File: config.mk
export PLATFORM = sky130hd
export DESIGN_NAME = base_rrdemux
export DESIGN_NICKNAME = d
export VERILOG_FILES = /design/src/rtl/base_rrdemux_pkg.sv /design/src/rtl/base_rrdemux_rrsel.sv /design/src/rtl/base_rrdemux.sv
export SDC_FILE = /design/constraint.sdc
export NUM_CORES = 1
export LEC_CHECK = 0
export ABC_AREA = 1
export CAP_MARGIN = 10
export CELL_PAD_IN_SITES_DETAIL_PLACEMENT = 1
export CELL_PAD_IN_SITES_GLOBAL_PLACEMENT = 2
export CORE_AREA = 5 5 42 44
export CTS_BUF_LIST = sky130_fd_sc_hd__clkbuf_4
export DETAILED_ROUTE_END_ITERATION = 8
export DIE_AREA = 0 0 47 49
export GPL_ROUTABILITY_DRIVEN = 0
export PLACE_DENSITY = 0.6
export SLEW_MARGIN = 30
export SYNTH_ARGS = -nofsm -noshare
export SYNTH_HDL_FRONTEND = slang
export SYNTH_SLANG_ARGS = --single-unit
File: constraint.sdc
create_clock -name clk -period 1.1 [get_ports clk]
set_input_delay 0.165 -clock clk [delete_from_list [all_inputs] [get_ports clk]]
set_output_delay 0.165 -clock clk [all_outputs]
set_load 0.01 [all_outputs]
File: src/rtl/base_rrdemux_pkg.sv
// Shared definitions for the round-robin / priority demultiplexer.
package base_rrdemux_pkg;

  // Way-selection policies.
  localparam int unsigned MODE_PRI = 0;
  localparam int unsigned MODE_RR  = 1;

  // Index reached by stepping 'step' places past 'start' on a ring of 'n' entries.
  function automatic int unsigned rr_index(int unsigned start, int unsigned step,
                                           int unsigned n);
    return (start + step) % n;
  endfunction

endpackage

File: src/rtl/base_rrdemux_rrsel.sv
// Eligible-way selector: fixed priority or pointer-rotated round-robin, one-hot grant.
module base_rrsel
  import base_rrdemux_pkg::*;
#(
  parameter int unsigned ways = 2,
  parameter int unsigned mode = MODE_PRI
) (
  input  logic [0:ways-1]         elig,
  input  logic [$clog2(ways)-1:0] ptr,
  output logic [0:ways-1]         grant,
  output logic [$clog2(ways)-1:0] idx
);

  localparam int unsigned PW = $clog2(ways);

  int unsigned j;
  logic        found;

  // Scan the ways in policy order and grant the first eligible one.
  always_comb begin
    grant = '0;
    idx   = '0;
    found = 1'b0;
    j     = 0;
    for (int unsigned k = 0; k < ways; k++) begin
      if (mode == MODE_RR) begin
        // Search starts strictly after the last granted way.
        j = rr_index(int'(ptr), k + 1, ways);
      end else begin
        j = k;
      end
      if (!found && elig[j]) begin
        grant[j] = 1'b1;
        idx      = PW'(j);
        found    = 1'b1;
      end
    end
  end

endmodule

File: src/rtl/base_rrdemux.sv
// One-input, multi-way demultiplexer with a registered output slot per way.
module base_rrdemux
  import base_rrdemux_pkg::*;
#(
  parameter int unsigned ways  = 2,
  parameter int unsigned width = 1,
  parameter int unsigned mode  = MODE_PRI
) (
  input  logic                  clk,
  input  logic                  reset_n,
  input  logic                  i_v,
  output logic                  i_r,
  input  logic [0:width-1]      i_d,
  output logic [0:ways-1]       o_v,
  input  logic [0:ways-1]       o_r,
  output logic [0:ways*width-1] o_d
);

  localparam int unsigned PW = $clog2(ways);

  logic [0:ways-1]       v_q, v_d;
  logic [0:ways*width-1] d_q;
  logic [PW-1:0]         ptr_q, ptr_d;
  logic [0:ways-1]       elig;
  logic [0:ways-1]       grant;
  logic [PW-1:0]         sel_idx;
  logic                  accept;

  // A way can take new data if empty or if it is being drained this cycle.
  assign elig   = ~v_q | o_r;
  assign i_r    = |elig;
  assign accept = i_v & i_r;

  assign o_v = v_q;
  assign o_d = d_q;

  base_rrsel #(
    .ways (ways),
    .mode (mode)
  ) u_sel (
    .elig  (elig),
    .ptr   (ptr_q),
    .grant (grant),
    .idx   (sel_idx)
  );

  // Next-state valid bits and round-robin pointer; a load wins over a drain.
  always_comb begin
    v_d   = v_q;
    ptr_d = ptr_q;
    for (int unsigned w = 0; w < ways; w++) begin
      if (accept && grant[w]) begin
        v_d[w] = 1'b1;
      end else if (o_r[w]) begin
        v_d[w] = 1'b0;
      end
    end
    if (accept) begin
      ptr_d = sel_idx;
    end
  end

  // Valid and pointer state; reset parks the pointer on the last way so way 0 goes first.
  always_ff @(posedge clk) begin
    if (!reset_n) begin
      v_q   <= '0;
      ptr_q <= PW'(ways - 1);
    end else begin
      v_q   <= v_d;
      ptr_q <= ptr_d;
    end
  end

  // Payload registers; only the granted way is written, others hold.
  always_ff @(posedge clk) begin
    for (int unsigned w = 0; w < ways; w++) begin
      if (reset_n && accept && grant[w]) begin
        d_q[w*width +: width] <= i_d;
      end
    end
  end

endmodule

==> impl_metrics.tcl <==
set metrics [dict create \
    drc_errors 0 \
    p_clk_share_pct 46.4 \
    initial_utilization_pct 12.1 \
    final_area_sq_um 355 \
    routing_usage_on_met3_pct 2.21 \
    layout_worst_path_cycle_share_pct 95.8 \
    grt_first_pass_wirelength_um 807 \
    max_capacitance_violation_count 0 \
    layout.filler_cells 178 \
    fin_nets 44 \
    synthMostInstantiatedCell "sky130_fd_sc_hd__nand2_1" \
    finalWorstPathRequiredPeriod_ns 1.05 \
    synth_nets 24 \
    vdd_drop_max_mv 0.365 \
    die_w_um 47 \
    hold_viol_final 0 \
    yosys_warnings 0 \
    largest_net_degree_at_the_start_of_global_routing 4 \
    power_density_nw_per_um2 1190 \
    regArea_sq_um 103 \
    ys_seq_elements 4 \
    n_antenna_cell 0 \
    initialDrtViolationCount 3 \
    wl_um 463 \
    clkSlewWorstSetupHoldPaths_ns 0.04 \
    boundaryPins 11 \
    final_layout_size_suffix_gt1_share_pct 47.2 \
    synth_edf_count 2 \
    sink_count_of_the_clock_tree 4 \
    yosysSeqAreaShare_pct 58.8 \
    global_route.overflow_total 0 \
    cts-root-buf "sky130_fd_sc_hd__clkbuf_4" \
    cp_data_required_time_ns 0.94 \
    part_of_the_total_power_dissipated_in_sequential_elements_pct 39.3 \
    worst_clock_skew_ns 0.00150 \
    synthDominantAreaCellType "sky130_fd_sc_hd__edfxtp_1" \
    power.switching_uw 101 \
    worst-slew-pin-transition_ns 0.117 \
    number_of_antenna_violations_at_the_first_check_in_global_routing 0 \
    area.growth.synth_to_final_pct 109 \
    tritoncts "yes" \
    synth_ff_type "sky130_fd_sc_hd__edfxtp_1" \
    power.leakage_uw 0.000174 \
    worst_hold_path_type "in2reg" \
    max_freq_ghz 0.949 \
    cts_max_path_buffers 2 \
    crit_fanout 2 \
    core-area_sq_um 1400 \
    gate_count_of_the_mapped_netlist 18 \
    hpwl_um 369 \
    placed_cells 48 \
    power_switching_share_pct 23.7 \
    cts.hold.buffers_added 0 \
    cts_buffers 3 \
    kind_of_capture_point_of_the_worst_setup_path "output pin" \
    combinational_cell_fraction_of_total_power_pct 14.3 \
    dpl_cell_area_sq_um 320 \
    grt_use_met2_pct 7.92 \
    fin_cells 52 \
    die-area_sq_um 2300 \
    finalWorstSetupSlack_ns 0.0459 \
    worstSetupPathType "reg2out" \
    floorplan.rows 14 \
    met1_capacity_usage_during_global_routing_pct 4.67 \
    pre_cts_slack_ns -0.389 \
    arrival_ns 0.89 \
    finalMaxSlewViolations 0 \
    cts.htree.levels 1 \
    route.antenna.remaining_nets 0 \
    outcome "finished, final reports clean" \
    viasPerCell 3.37 \
    first_global_vias 200 \
    worstSkewPairLatency_ns 0.24 \
    synth.top_cell.area_share_pct 35.3 \
    drt_pre_antenna_iters 2 \
    max_slew_margin_pct 92.2 \
    synth_area_sq_um 170 \
    async_reset_ff_share_pct 0 \
    synthDistinctLibCells 9 \
    die_height_um 49 \
    report.final.setup_viol 0 \
    leading_cell_types_by_total_area_after_synthesis "sky130_fd_sc_hd__edfxtp_1 35%, sky130_fd_sc_hd__dfxtp_1 24%, sky130_fd_sc_hd__nand2_1 11%" \
    port_buffers 10 \
    drt-wirelength-per-cell_um 8.90 \
    globalRoute.busiestLayer "met4" \
    fin_hold_ws_ns 0.361 \
    multi_input_comb_area_sq_um 63.8 \
    worst_setup_path_start_kind "flip-flop" \
    internal_power_uw 324 \
    total_power_uw 424 \
    synthesis.area_per_instance_sq_um 9.45 \
    route.vias.total 175 \
    grt_resource_usage_total_pct 5.65 \
    grt_setup_unrepaired "no" \
]
[logic make-up after synthesis]
| logic type | Yosys count | share of synthesized area (%) |
|---|---|---|
| DFF | 4 | 58.8 |
| and+or+nand+nor | 11 | 34.6 |
| buffers and inverters | 3 | 6.62 |
[per-layer routing]
layer,share of wire [%],up-vias
li1,-,90
met2,49,9
met3,9.9,5
met1,32,71
met5,0,-
met4,8.4,0
[power by group through the flow]
stage          logic, uW  clock network [uW]  registers (uW)
6_report            60.6                 197             167
5_1_grt             67.5                 212             167
3_5_place_dp        64.1                   0             169
3_3_place_gp        62.4                   0             168
2_1_floorplan       14.5                   0             172
4_1_cts             63.4                 206             166
[state kept, by name, summed over array words and instances (netlist names)]
signal and cells:
o_v 2, o_d 2
[worst max-delay path, cell delays in order, from the launching register on]
cell and delay, ns:
sky130_fd_sc_hd__dfxtp_2 0.31, sky130_fd_sc_hd__buf_4 0.12, sky130_fd_sc_hd__clkdlybuf4s15_1 0.22
[path summary, 6_finish.rpt]
| kind | endpoint | startpoint | depth (start not counted) | slack [ns] |
|---|---|---|---|---|
| worst min register to register | o_v[1]$_SDFFE_PN0P_ | o_v[1]$_SDFFE_PN0P_ | 5 | 0.69 |
| worst max register to register | o_d[1]$_DFFE_PP_ | o_v[0]$_SDFFE_PN0P_ | 5 | 0.11 |
| worst min-delay path | o_v[1]$_SDFFE_PN0P_ | o_r[1] | 5 | 0.36 |
| worst max-delay path | o_v[0] | o_v[0]$_SDFFE_PN0P_ | 2 | 0.05 |
[per-stage QoR]
stage          util [%]  setup TNS (ns)
2_1_floorplan         -               0
3_3_place_gp       22.9          -0.727
3_5_place_dp       22.9          -0.727
4_1_cts            24.9               0
5_1_grt            25.4               0
6_report           25.4               0
[cell type report]
cell class	instances	share of cell area, %
clock buffers	3	6.34
inverters	3	3.17
multi-input cells	11	18.0
flip-flops and latches	4	28.9
well taps	16	5.63
repair buffers	15	38.0
[what timing repair did]
item / 4_1_cts / 5_1_grt
setup buffers: 1 / 0
pin swaps: 1 / 1
endpoints found under the setup margin: 5 / 1
resized for setup: 12 / 3
[placed cells by master (no fill, tap or decap)]
cell,netlist,layout
sky130_fd_sc_hd__buf_2,0,1
sky130_fd_sc_hd__inv_1,2,2
sky130_fd_sc_hd__nor2_2,2,1
sky130_fd_sc_hd__nand2_2,2,2
sky130_fd_sc_hd__dlygate4sd2_1,0,2
sky130_fd_sc_hd__nor2_1,1,1
sky130_fd_sc_hd__nor2_4,1,2
sky130_fd_sc_hd__clkdlybuf4s50_1,0,3
sky130_fd_sc_hd__dlymetal6s2s_1,0,2
sky130_fd_sc_hd__buf_4,0,5
sky130_fd_sc_hd__clkbuf_4,0,3
sky130_fd_sc_hd__dfxtp_2,0,2
sky130_fd_sc_hd__edfxtp_1,2,2
sky130_fd_sc_hd__inv_2,1,1
sky130_fd_sc_hd__clkdlybuf4s15_1,0,2
sky130_fd_sc_hd__nand2_1,5,5
Power figures use the tool's default switching activity.
